<file path="src/rtl/fifo_access_arbiter_pkg.sv">
// rtl/fifo_access_arbiter_pkg.sv - shared state type and default sizing for the FIFO access arbiter
package fifo_ctrl_pkg;

  localparam int DEFAULT_NUM_REQ       = 2;
  localparam int DEFAULT_SETTLE_CYCLES = 1;

  typedef enum logic [1:0] {
    IDLE   = 2'd0,
    ARB    = 2'd1,
    ISSUE  = 2'd2,
    SETTLE = 2'd3
  } arb_state_t;

endpackage

</file>
<file path="src/rtl/fifo_access_arbiter_if.sv">
// rtl/fifo_access_arbiter_if.sv - requester buttons, FIFO flags and FIFO strobes of the arbiter
interface fifo_access_arbiter_if
  import fifo_ctrl_pkg::*;
#(
  parameter int NUM_REQ = DEFAULT_NUM_REQ
);

  logic [NUM_REQ-1:0] req;
  logic [NUM_REQ-1:0] wr_sel;
  logic               full;
  logic               empty;
  logic               wen;
  logic               ren;
  logic [NUM_REQ-1:0] grant;
  logic [NUM_REQ-1:0] reject;
  logic               busy;

  modport master (
    output req, wr_sel, full, empty,
    input  wen, ren, grant, reject, busy
  );

  modport slave (
    input  req, wr_sel, full, empty,
    output wen, ren, grant, reject, busy
  );

endinterface

</file>
<file path="src/rtl/fifo_access_arbiter_rr_pick.sv">
// rtl/fifo_access_arbiter_rr_pick.sv - round-robin pick: first pending index above ptr, wrapping to 0
module rr_pick
  import fifo_ctrl_pkg::*;
#(
  parameter int NUM_REQ = DEFAULT_NUM_REQ,
  parameter int IDX_W   = $clog2(NUM_REQ)
) (
  input  logic [NUM_REQ-1:0] pending,
  input  logic [IDX_W-1:0]   ptr,
  output logic [IDX_W-1:0]   winner,
  output logic               valid
);

  logic             hi_valid;
  logic             lo_valid;
  logic [IDX_W-1:0] hi_idx;
  logic [IDX_W-1:0] lo_idx;

  // Indices above ptr outrank the wrapped-around ones at or below it.
  always_comb begin
    hi_valid = 1'b0;
    lo_valid = 1'b0;
    hi_idx   = '0;
    lo_idx   = '0;
    for (int i = 0; i < NUM_REQ; i++) begin
      if (pending[i] && (i > int'(ptr)) && !hi_valid) begin
        hi_valid = 1'b1;
        hi_idx   = IDX_W'(i);
      end
      if (pending[i] && (i <= int'(ptr)) && !lo_valid) begin
        lo_valid = 1'b1;
        lo_idx   = IDX_W'(i);
      end
    end
  end

  assign valid  = hi_valid | lo_valid;
  assign winner = hi_valid ? hi_idx : lo_idx;

endmodule

</file>
<file path="src/rtl/fifo_access_arbiter.sv">
// rtl/fifo_access_arbiter.sv - serialises button-driven FIFO read/write requests into single wen/ren pulses
module fifo_access_arbiter
  import fifo_ctrl_pkg::*;
#(
  parameter int NUM_REQ       = DEFAULT_NUM_REQ,
  parameter int SETTLE_CYCLES = DEFAULT_SETTLE_CYCLES
) (
  input  logic                 clock,
  input  logic                 reset_n,
  fifo_access_arbiter_if.slave bus
);

  localparam int                 IDX_W     = $clog2(NUM_REQ);
  localparam logic [IDX_W-1:0]   PTR_RESET = IDX_W'(NUM_REQ - 1);
  localparam logic [NUM_REQ-1:0] ONE       = NUM_REQ'(1);
  localparam logic [4:0]         SETTLE_N  = 5'(SETTLE_CYCLES);

  arb_state_t         state_q, state_d;
  logic [NUM_REQ-1:0] req_q, req_d;
  logic [NUM_REQ-1:0] pending_q, pending_d;
  logic [NUM_REQ-1:0] op_q, op_d;
  logic [IDX_W-1:0]   ptr_q, ptr_d;
  logic [3:0]         cnt_q, cnt_d;
  logic               wen_q, wen_d;
  logic               ren_q, ren_d;
  logic [NUM_REQ-1:0] grant_q, grant_d;
  logic [NUM_REQ-1:0] reject_q, reject_d;

  logic [IDX_W-1:0]   pick_w;
  logic               pick_valid;
  logic               issue_en;
  logic               sel_wr;
  logic               access_ok;
  logic [NUM_REQ-1:0] win_mask;
  logic [NUM_REQ-1:0] rise;
  logic [NUM_REQ-1:0] accept;

  rr_pick #(
    .NUM_REQ (NUM_REQ),
    .IDX_W   (IDX_W)
  ) u_rr_pick (
    .pending (pending_q),
    .ptr     (ptr_q),
    .winner  (pick_w),
    .valid   (pick_valid)
  );

  assign issue_en  = (state_q == ARB) && pick_valid;
  assign win_mask  = issue_en ? (ONE << pick_w) : '0;
  assign sel_wr    = op_q[pick_w];
  assign access_ok = sel_wr ? ~bus.full : ~bus.empty;
  assign rise      = bus.req & ~req_q;
  // A fresh press on the requester being served re-arms it rather than being lost.
  assign accept    = rise & (~pending_q | win_mask);

  always_ff @(posedge clock or negedge reset_n) begin
    if (!reset_n) begin
      state_q   <= IDLE;
      req_q     <= '1;
      pending_q <= '0;
      op_q      <= '0;
      ptr_q     <= PTR_RESET;
      cnt_q     <= '0;
      wen_q     <= 1'b0;
      ren_q     <= 1'b0;
      grant_q   <= '0;
      reject_q  <= '0;
    end else begin
      state_q   <= state_d;
      req_q     <= req_d;
      pending_q <= pending_d;
      op_q      <= op_d;
      ptr_q     <= ptr_d;
      cnt_q     <= cnt_d;
      wen_q     <= wen_d;
      ren_q     <= ren_d;
      grant_q   <= grant_d;
      reject_q  <= reject_d;
    end
  end

  always_comb begin
    state_d   = state_q;
    cnt_d     = cnt_q;
    req_d     = bus.req;
    pending_d = (pending_q & ~win_mask) | accept;
    op_d      = (op_q & ~accept) | (bus.wr_sel & accept);
    ptr_d     = issue_en ? pick_w : ptr_q;
    case (state_q)
      IDLE: begin
        if (|pending_q) state_d = ARB;
      end
      ARB: begin
        state_d = pick_valid ? ISSUE : IDLE;
      end
      ISSUE: begin
        cnt_d   = '0;
        state_d = (SETTLE_CYCLES > 0) ? SETTLE : IDLE;
      end
      SETTLE: begin
        if (({1'b0, cnt_q} + 5'd1) == SETTLE_N) state_d = IDLE;
        else                                    cnt_d   = cnt_q + 4'd1;
      end
      default: state_d = IDLE;
    endcase
  end

  // Strobes are decided from the flags seen in ARB and registered into the ISSUE cycle.
  always_comb begin
    wen_d    = issue_en & sel_wr & ~bus.full;
    ren_d    = issue_en & ~sel_wr & ~bus.empty;
    grant_d  = access_ok ? win_mask : '0;
    reject_d = access_ok ? '0 : win_mask;
  end

  assign bus.wen    = wen_q;
  assign bus.ren    = ren_q;
  assign bus.grant  = grant_q;
  assign bus.reject = reject_q;
  assign bus.busy   = (state_q != IDLE);

endmodule

</file>
<file path="src/flat_wrapper.sv">
// flat-port wrapper written by rule: the top's interface ports become plain ports
module fifo_access_arbiter_flat import fifo_ctrl_pkg::*;
#(
  parameter int NUM_REQ       = DEFAULT_NUM_REQ,
  parameter int SETTLE_CYCLES = DEFAULT_SETTLE_CYCLES
)
  (clock, reset_n, bus_req, bus_wr_sel, bus_full, bus_empty, bus_wen, bus_ren, bus_grant, bus_reject, bus_busy);
  fifo_access_arbiter_if #(.NUM_REQ(NUM_REQ)) bus_i ();
  input  logic clock;
  input  logic reset_n;
  input wire logic [$bits(bus_i.req)-1:0] bus_req;
  input wire logic [$bits(bus_i.wr_sel)-1:0] bus_wr_sel;
  input wire logic [$bits(bus_i.full)-1:0] bus_full;
  input wire logic [$bits(bus_i.empty)-1:0] bus_empty;
  output wire logic [$bits(bus_i.wen)-1:0] bus_wen;
  output wire logic [$bits(bus_i.ren)-1:0] bus_ren;
  output wire logic [$bits(bus_i.grant)-1:0] bus_grant;
  output wire logic [$bits(bus_i.reject)-1:0] bus_reject;
  output wire logic [$bits(bus_i.busy)-1:0] bus_busy;
  assign bus_i.req = bus_req;
  assign bus_i.wr_sel = bus_wr_sel;
  assign bus_i.full = bus_full;
  assign bus_i.empty = bus_empty;
  assign bus_wen = bus_i.wen;
  assign bus_ren = bus_i.ren;
  assign bus_grant = bus_i.grant;
  assign bus_reject = bus_i.reject;
  assign bus_busy = bus_i.busy;
  fifo_access_arbiter #(.NUM_REQ(NUM_REQ), .SETTLE_CYCLES(SETTLE_CYCLES)) u_core (.clock(clock), .reset_n(reset_n), .bus(bus_i));
endmodule
</file>
<file path="config.mk">
export PLATFORM = sky130hd
export DESIGN_NAME = fifo_access_arbiter_flat
export DESIGN_NICKNAME = d
export VERILOG_FILES = /design/src/rtl/fifo_access_arbiter_pkg.sv /design/src/rtl/fifo_access_arbiter_if.sv /design/src/rtl/fifo_access_arbiter_rr_pick.sv /design/src/rtl/fifo_access_arbiter.sv /design/src/flat_wrapper.sv
export SDC_FILE = /design/constraint.sdc
export NUM_CORES = 1
export LEC_CHECK = 0
export CELL_PAD_IN_SITES_DETAIL_PLACEMENT = 1
export CELL_PAD_IN_SITES_GLOBAL_PLACEMENT = 1
export CORE_MARGIN = 2
export CORE_UTILIZATION = 39
export CTS_CLUSTER_SIZE = 28
export DETAILED_ROUTE_END_ITERATION = 7
export PLACE_DENSITY = 0.77
export SETUP_SLACK_MARGIN = 0.1
export SYNTH_ARGS = -nofsm -noshare
export SYNTH_HDL_FRONTEND = slang
export SYNTH_HIERARCHICAL = 1
export SYNTH_SLANG_ARGS = --single-unit
</file>
<file path="constraint.sdc">
create_clock -name clock -period 2.25 [get_ports clock]
set_input_delay 0.45 -clock clock [delete_from_list [all_inputs] [get_ports clock]]
set_output_delay 0.45 -clock clock [all_outputs]
set_load 0.02 [all_outputs]
</file>
; After elaboration in Yosys (flattened, before gate mapping)
; Index checks and enable logic that the tools add are counted.
[word_totals]
ff_bits = 19
input_bits = 8
[op_classes]
n_addsub = 2
magnitude_cmp = 3
n_eq_ne = 7
shifts = 1
n_mux = 17
n_bitwise = 20
reduce_logical = 11
[ops]
columns = op, n
row1 = $mux 2, 6
row2 = $and 2x2->2, 5
row3 = $mux 1, 8
row4 = $not 2->2, 4
row5 = $pmux 2 s4, 1
row6 = $pmux 4 s2, 1
row7 = $or 2x2->2, 3
row8 = $add 4x1->5 const B, 1
row9 = $eq 5x1->1 const B, 1
row10 = $add 4x1->4 const B, 1
row11 = $and 1x1->1, 4
row12 = $eq 2x2->1 const B, 2
row13 = $logic_and 1x1->1, 4
row14 = $mux 4, 1
row15 = $ne 2x1->1 const B, 2
row16 = $reduce_and 2->1, 2
row17 = $reduce_bool 2->1, 2
row18 = $not 1->1, 3
row19 = $eq 2x1->1 const B, 1
row20 = $logic_not 2->1, 1
row21 = $lt 1x2->1 const B, 1
row22 = $ne 2x2->1 const B, 1
row23 = $reduce_or 2->1, 1
row24 = $shl 1x1->2 const A, 1
row25 = 4 further kinds, 4

; Depth between registers and ports, before layout
; Gate-level depths: netlist (run 1).
[depth]
ltp_word = 12
ltp_mapped = 6
depth_no_buf = 6

; Hierarchy
; Netlist (run 1), hierarchy kept.
[modules_own_cells]
columns = mod, instances, cells_per_inst, area_each_um2, seq_area_each_um2
row1 = fifo_access_arbiter, 1, 71, 842.1, 479.2
row2 = rr_pick, 1, 2, 13.8, 0.0

; Worst setup path after synthesis (run 1)
; Ideal clock, no wire load.
[synth_path]
path_type = reg-to-reg
from = register u_core.pending_q[0]
to = register with a tool-made name
setup_time_ns = 0.128
t_arrival_ns = 1.466
required_time_ns = 2.122
setup_slack_ns = 0.657
path_stages_with_launch = 5
n_path_buf = 0
synth_period_minus_slack_ns = 1.593
path_cell_list = dfrtp_1 > a21boi_1 > nand4_1 > a21oi_1 > mux2_1
[synth_rtl]
columns = item, line
row1 = "start, declared", fifo_access_arbiter.sv:20  ; logic [NUM_REQ-1:0] pending_q, pending_d;
row2 = "start signal, assigned", fifo_access_arbiter.sv:71  ; pending_q <= pending_d;

; Worst setup path after layout (run 1)
[layout_path]
from = register u_core.state_q[0]
to = output bus_busy
[layout_via]
elab_chain_len = 1
[layout_lines]
columns = item, line
row1 = "start, declared", fifo_access_arbiter.sv:18  ; arb_state_t state_q, state_d;
row2 = "start signal, assigned", fifo_access_arbiter.sv:69  ; state_q <= state_d;
row3 = $reduce_bool 2->1, fifo_access_arbiter.sv:120  ; assign bus.busy = (state_q != IDLE);
row4 = "end, declared", flat_wrapper.sv:19  ; output wire logic [$bits(bus_i.busy)-1:0] bus_busy;
; Every way passes these cells.

==> results of run 1 <==
-- critical path, cell delays in order, from the launching register on --
cell and delay, ns:
dfrtp_2 0.49, or2_2 0.30, clkdlybuf4s50_1 0.53
-- layout by cell type, fill, tap and decap left out, drive strengths merged, types with 2 or more instances in the layout --
master and instances:
inv 4, mux2 3, clkbuf 4, nor3 2
nor3b 2, a22o 2, buf 2, clkdlybuf4s50 14
o21ai 5, mux2i 3, ha 2, nand2 8
dfrtp 16, or2 3, a21oi 4, and2b 2
nand3b 2, dfstp 3
-- logic make-up after synthesis --
kind of cell               Yosys count  share of synthesized area, %
adders and majority gates            2                          2.92
DFF                                 19                          56.0
muxes                                6                          7.89
and+or+nand+nor                     26                          18.6
buffers and inverters                5                          2.63
AOI/OAI and AO/OA                   15                          12.0
-- cell type report --
type	count	area (µm²)	share of cell area, %
clock buffers	4	26.3	2.47
well taps	27	33.8	3.17
repair buffers	16	155	14.6
flip-flops and latches	19	480	45.1
inverters	4	15.0	1.41
multi-input cells	49	354	33.3
-- timing repair --
item,in CTS,in global routing
buffers inserted,0,0
resized for setup,0,1
endpoints found under the setup margin,0,1
-- where the power goes --
part	total (mW)	switching [mW]	leakage, nW	internal [mW]
registers	0.496	0.0738	0.237	0.422
logic	0.360	0.177	0.222	0.183
clock network	0.171	0.102	0.0150	0.0689
-- path summary, 6_finish.rpt --
check,from,to,slack [ns],cells after the start
worst min-delay path,u_core/ptr_q$_DFFE_PN1N_,u_core/ptr_q$_DFFE_PN1N_,0.47,2
max in group asynchronous,reset_n,u_core/ptr_q$_DFFE_PN1N_,1.50,2
worst max-delay path,u_core/state_q[0]$_DFFE_PN0P_,bus_busy,0.19,2
worst min register to register,u_core/ptr_q$_DFFE_PN1N_,u_core/ptr_q$_DFFE_PN1N_,0.47,2
min in group asynchronous,reset_n,u_core/cnt_q[2]$_DFFE_PN0P_,0.48,2
worst max register to register,u_core/cnt_q[1]$_DFFE_PN0P_,u_core/cnt_q[0]$_DFFE_PN0P_,0.69,5
-- routing by layer --
| metal | share of wire (%) | GRT usage [%] |
|---|---|---|
| met5 | 0 | 0 |
| met4 | 0.94 | 6.76 |
| met3 | 2.4 | 2.63 |
| met2 | 46 | 24.3 |
| met1 | 50 | 19.0 |
==> impl_metrics.py, run 1 <==
metrics = {
    "cts": {
        "cts_buffers": 3,
        "cts-root-buf": "clkbuf_4",
        "cts_tree": "built",
        "hold_buffers": 0,
        "cts_max_level": 1,
        "path_clk_slew_ns": 0.11,
        "clk-insertion-delay-late_ns": 0.29,
        "cts_buffer_depth": 2,
        "clock_sinks": 19,
    },
    "routing": {
        "drc": 0,
        "wirelength_um": 1600,
        "dr.first_iter.drc_count": 12,
        "first_pass_iters": 4,
        "ant_nets": 0,
        "via_count": 599,
        "vias_per_cell": 5.03,
        "wl_per_cell_um": 13.4,
    },
    "synth": {
        "yosys-top-cells-count": "16 x dfrtp_1, 8 x nand2_1, 4 x a21oi_1",
        "synth_top_area_share_pct": 46.8,
        "yosysWarnings": 6,
        "syn_avg_cell_area_um2": 11.7,
        "synth_area_leader_cell": "dfrtp_1",
        "yosys_register_bits": 19,
        "synth_cells": 73,
        "ys_seq_area_share_pct": 56.0,
        "synth_cell_type_count": 33,
        "yosys-top-cells-area": "dfrtp_1 47%, dfstp_2 9.2%, mux2i_1 3.5%",
        "synth_most_common_cell": "dfrtp_1",
        "synth_nets": 83,
        "synthFlopType": "dfrtp_1",
        "syn_area_um2": 856,
        "synth_edf_count": 0,
        "async_flop_share_pct": 100,
    },
    "worst_hold_path": {
        "hold_path.class": "flop to flop",
    },
    "floorplan": {
        "rows": 16,
        "dieArea_um2": 2590,
        "die_x_um": 50.8,
        "placeableCoreArea_um2": 2020,
        "start_util_pct": 42.3,
        "die_h_um": 50.8,
        "ios": 15,
    },
    "placement": {
        "post-place-ws_ns": 0.482,
        "numPortBuffers": 14,
        "hpwl_um": 1250,
        "dpl.cell_count": 115,
        "gp_congestion": 0.801,
        "dpl-instance-area_um2": 1040,
    },
    "cells_and_area": {
        "fin_nets": 103,
        "layout.cells.non_filler": 119,
        "drive_gt1_share_pct": 20.7,
        "n_antenna_cell": 0,
        "nFillCells": 222,
        "fin_util_pct": 52.7,
        "stdcell_area_um2": 1060,
        "syn2layout_area_growth_pct": 24.4,
    },
    "global_route": {
        "grt_pass1_wl_um": 2840,
        "gr-total-overflow": 0,
        "grt_pass1_vias": 644,
        "antenna_found_initial": 0,
        "grt.total_usage_pct": 14.8,
        "grt_start_max_net_pins": 20,
    },
    "power": {
        "ir_worst_vdd_uv": 413,
        "power.total_mw": 1.03,
        "p_leak_nw": 0.474,
        "p_per_area_nw_per_um2": 965,
    },
    "sta": {
        "finalSetupViolCount": 0,
        "clock.fmax_mhz": 485,
        "fin_skew_ns": 0.00701,
        "timing.final.crit_share_pct": 91.7,
        "rsz0062_at_grt": "no",
        "timing.slew.headroom_pct": 83.4,
        "period_needed_ns": 2.06,
        "finalHoldViolations": 0,
        "fin_tns_setup_ns": 0,
        "setup_slack_ns": 0.187,
        "fin_hold_ws_ns": 0.473,
        "slew_viol_final": 0,
        "tightest_slew_ns": 0.249,
    },
    "worst_setup_path": {
        "worst-setup-path-type": "flop to output port",
        "crit_arrival_ns": 1.61,
        "end_kind": "output port",
        "crit_path_start_kind": "flop",
        "cp_max_fo": 9,
        "cp.required_ns": 1.80,
    },
    "job": {
        "max_cap_violations": 0,
    },
    "status": {
        "status": "finished clean",
    },
}
Note: power is estimated with default switching activity, not from simulation.
==> run 2, diff against run 1 <==
--- a/config.mk
+++ b/config.mk
@@ -9,6 +9,7 @@
 export CELL_PAD_IN_SITES_GLOBAL_PLACEMENT = 1
 export CORE_MARGIN = 2
 export CORE_UTILIZATION = 39
+export CTS_CLUSTER_DIAMETER = 60
 export CTS_CLUSTER_SIZE = 28
 export DETAILED_ROUTE_END_ITERATION = 7
 export PLACE_DENSITY = 0.77
==> results of run 2 <==
The final DEF is identical to that of run 1; final timing and power are the same.
==> edit 1 (config.mk and constraints of run 2) <==
Change the package constant `DEFAULT_NUM_REQ` from 2 to 4.
--- a/src/rtl/fifo_access_arbiter_pkg.sv
+++ b/src/rtl/fifo_access_arbiter_pkg.sv
@@ -2,5 +2,5 @@
 package fifo_ctrl_pkg;
 
-  localparam int DEFAULT_NUM_REQ       = 2;
+  localparam int DEFAULT_NUM_REQ       = 4;
   localparam int DEFAULT_SETTLE_CYCLES = 1;
 
Interface: changed (resized bus_grant, bus_reject, bus_req and bus_wr_sel); port bits go from 15 to 23. No check against the original RTL was run, so the function may have changed too.
==> edit 1 against run 2 <==
- sequential cell count is 11 higher
- utilization hardly changed
- non-clock buffer count up 11
- design area up 66%
- synthesized area grew 60%
- power increased by 83%
- routed wire length up 79%
- sequential share of layout area fell by 2.1 points
- setup slack lost 0.027 ns
- maximum frequency down 1.3%
- die area is 55% higher
- sequential power is 45% higher
- final cell count grew 71%
- synthesized cell count grew 73%
- critical path type is now reg2reg
- largest power group is now combinational cells
==> edit 1: results (changes against run 2) <==
metric,value,unit,change
post-synthesis compound-gate area fraction,10.9,%,-1.1 points
post-synthesis mux area share,7.39,%,-0.50 points
HP Start,u_core/ptr_q[0],,
ranking of synthesized cells by area,"dfrtp_1 (44%), dfstp_2 (11%), nor2_1 (3.6%)",,
clock group share of total power,17.4,%,+0.8 points
FILL cells,389,,+75%
Port Buffer Count,22,,+8
PD cells,1060,mW/mm2,+9.9%
Post-DP Area,0.00166,mm2,+60%
"Largest delay share family, worst path",simple AND/OR/NAND/NOR gates,,
Post-Place Cells,195,,+70%
FF-to-FF path depth,7,,+2
vias in the first global route,1090,,+69%
CTS buffer count,5,,+2
worst hold path endpoint,u_core/ptr_q[0],,
P_leak,0.762,nW,+61%
Worst Setup SP,u_core/ptr_q[0],,
sequential portion of the cell area,43.0,%,-2.1 points
Critical Path AT,2.30,ns,+0.69 ns
Vias,1017,,+70%
Seq cells,30,,+11
Hold WS,0.475,ns,+0.00194 ns
Nets,171,,+66%
layout cells sized above 1,25.3,%,+4.7 points
Tapcell Cnt,46,,+70%
post-cts resize count,2,,+2
Multi-input gate area,607,um2,+71%
crit path max fanout,5,,-4
top post-synthesis cells by count,"dfrtp_1 (24), nor2_1 (13), nand2_1 (12)",,
share of the yosys chip area belonging to registers,55.3,%,-0.70 points
Final Wtd Congestion,0.763,,-4.8%
Data buffer area share,14.6,%,about the same
skew final,0.0106,ns,+0.00358 ns
H-tree levels,2,,+1
syn nets,140,,+69%
P_int,1.22,mW,+81%
Unique masters post-synth,37,,+12%
Multi-In Gates,87,,+78%
status,"finished, final reports clean",,
ClkCell Share,3.60,%,+1.1 points
DP HPWL,2120,um,+70%
drt wl/cell,14.0,um,+4.3%
Signal buffers,27,,+11
Sequential Power Share,38.4,%,-9.9 points
largest net degree at the start of global routing,31,,+55%
slew margin rel.,75.5,%,-7.9 points
"share of synthesized cell area in full adder, half adder and majority cells",1.82,%,-1.1 points
DP Worst Slack,0.0889,ns,-0.393 ns
first-pass GRT wire length,5040,um,+78%
Post-Syn Area per Cell,10.9,um2,-7.2%
Tot Pwr,1.88,mW,+83%
"IR drop worst, VDD",0.502,mV,+21%
slowest CP cell,dfstp_2,,
[edit 1: cell count changes after synthesis, sizes merged, moves of 2 or more]
cell / delta
a21o: +3
a21oi: +2
buf: +2
dfrtp: +8
dfstp: +3
inv: +2
mux2: +3
nand2: +4
nand2b: +5
nor2: +12
nor3: +2
o21ai: +5
or3: +2
[edit 1: worst max-delay path by stage]
stage,endpoint,slack [ns],depth (start not counted)
after global placement,flop,0.19,7
final,flop,0.16,7
after detailed placement,u_core/bus.reject[1],0.09,7
after floorplan,flop,0.28,6
after global routing,flop,0.09,7
after CTS,flop,0.10,6
[edit 1: metal layers]
metal  vias up  wire length, um  GRT usage [%]
li1        492                -              -
met3         4              104           5.89
met4         0               40           7.34
met5         -                0              0
met2        19             1400           26.7
met1       502             1310           19.6
[edit 1: kinds of logic after synthesis]
family,Yosys count
AND/OR/NAND/NOR,52
AO/OA/AOI/OAI,24
buffers and inverters,9
adder cells (fa/ha/maj),2
multiplexers,9
flip-flops,30
==> edit 2 (config.mk and constraints of run 2) <==
Without the edit above. Re-encode `arb_state_t` (4 states) as Gray code, 2 bits wide.
--- a/src/rtl/fifo_access_arbiter_pkg.sv
+++ b/src/rtl/fifo_access_arbiter_pkg.sv
@@ -6,8 +6,8 @@
 
   typedef enum logic [1:0] {
-    IDLE   = 2'd0,
-    ARB    = 2'd1,
-    ISSUE  = 2'd2,
-    SETTLE = 2'd3
+    IDLE   = 2'b00,
+    ARB    = 2'b01,
+    ISSUE  = 2'b11,
+    SETTLE = 2'b10
   } arb_state_t;
 
Check against the original RTL: same outputs for any inputs over 10 cycles, from zero or initial values and one cycle with reset_n low; not proved beyond that.
==> edit 2 against run 2 <==
- sequential cell count is the same
- final cell count grew 4.2%
- setup slack gained 0.30 ns
- critical endpoint unchanged
- die area grew 3.2%
- largest power group unchanged
- routed wire length grew 4.9%
- design area grew 3.1%
- combinational power grew 47%
- synthesized area grew 3.5%
- highest routed layer unchanged
- power grew 19%
- critical path type unchanged
==> edit 2: results (changes against run 2) <==
metric,value,unit,change
initial drt markers,8,,-4
layout cells sized above 1,18.8,%,-1.9 points
vias in the first global route,626,,-2.8%
final std cells w/o fill,124,,+4.2%
ranking of synthesized cells by area,"dfrtp_1 (45%), dfstp_2 (8.9%), a21oi_1 (3.4%)",,
top post-synthesis cells by count,"dfrtp_1 (16), a21oi_1 (6), nand2_1 (6)",,
FF-to-FF path depth,6,,+1
DRT Wirelength,1670,um,+4.9%
crit path max fanout,11,,+2
Cells after Synth,77,,+5.5%
Unique masters post-synth,30,,-9.1%
DP Worst Slack,0.421,ns,-0.0608 ns
status,"finished, final reports clean",,
Final Wtd Congestion,0.788,,-1.6%
slowest CP cell,dfrtp_2,,
first-pass GRT wire length,2860,um,+0.99%
skew final,0.000889,ns,-0.00612 ns
register clock-pin slew on the reported worst setup and hold paths,0.09,ns,-0.02 ns
"Largest delay share family, worst path",flip-flops,,
FF-to-FF Start,u_core/cnt_q[0],,
Vias,641,,+7.0%
"IR drop worst, VDD",0.595,mV,+44%
DP HPWL,1350,um,+8.4%
Nets,107,,+3.9%
syn nets,87,,+4.8%
Hold WC Path Type,in2async,,
P_leak,0.483,nW,+1.9%
reg2reg end,u_core/cnt_q[2],,
-- edit 2: cell types whose count changed after synthesis, moves of 2 or more --
| cell | run 2 | this run |
|---|---|---|
| o2bb2ai_1 | 0 | 2 |
| nor2_1 | 1 | 4 |
| nand2_1 | 8 | 6 |
| a22o_1 | 2 | 0 |
| a21oi_1 | 4 | 6 |
| and2b_1 | 2 | 0 |
-- edit 2: logic make-up after synthesis --
family                   after synthesis  synth area share [%]
AND/OR/NAND/NOR                       28                  20.3
flip-flops                            19                  54.1
AO/OA/AOI/OAI                         17                  12.9
buffers and inverters                  6                  3.53
multiplexers                           5                  6.36
adder cells (fa/ha/maj)                2                  2.82
-- edit 2: how the worst max path moves through the flow --
stage                                    from        to  slack, ns  cells past startpoint
final                       u_core/state_q[1]  bus_busy       0.48                      2
after global routing        u_core/state_q[1]  bus_busy       0.43                      2
after CTS                   u_core/state_q[1]  bus_busy       0.13                      2
after detailed placement    u_core/state_q[1]  bus_busy       0.42                      2
after global placement      u_core/state_q[1]  bus_busy       0.46                      2
after floorplan           u_core/pending_q[0]      flop       0.64                      4
-- edit 2: routing by layer --
layer  global-route usage (%)  wire [um]  vias to the layer above
li1                         -          -                      312
met1                     18.2        731                      314
met2                     24.1        861                       11
met3                     5.17         47                        4
met4                     8.33         34                        0
met5                        0          0                        -
-- edit 2: cell type report --
| type | count | area (um2) |
|---|---|---|
| clock buffer | 4 | 26.3 |
| fill | 238 | 1070 |
| inverter | 4 | 15.0 |
| multi-input combinational | 52 | 375 |
| sequential | 19 | 480 |
| tap | 28 | 35.0 |
| timing repair buffer | 17 | 165 |
-- edit 2: power by group --
part           internal, mW  total [mW]  switching, mW
clock                0.0689       0.161         0.0923
sequential            0.447       0.531         0.0843
combinational         0.269       0.529          0.260
-- edit 2: what timing repair did --
action                                  in CTS  in global routing
pin swaps                                    0                  0
gates cloned                                 0                  0
gates resized for setup                      1                  1
endpoints found under the setup margin       1                  1
hold endpoints to repair                     0                  0
-- edit 2: worst register-to-register path, stage by stage, from the launching register on --
cell     delay, ns
dfrtp_1       0.44
inv_1         0.14
ha_1          0.19
nor2b_1       0.20
o21ai_0       0.12
a31o_2        0.25
a21oi_1       0.14
-- edit 2: per-stage QoR --
step | utilization [%] | cell area, um2 | hold WS (ns)
after floorplan | - | 886 | 0.154
after global placement | 49.2 | 1070 | 0.449
after detailed placement | 49.2 | 1070 | 0.479
after CTS | 50.5 | 1090 | 0.472
after global routing | 50.6 | 1100 | 0.475
final | 50.6 | 1100 | 0.479
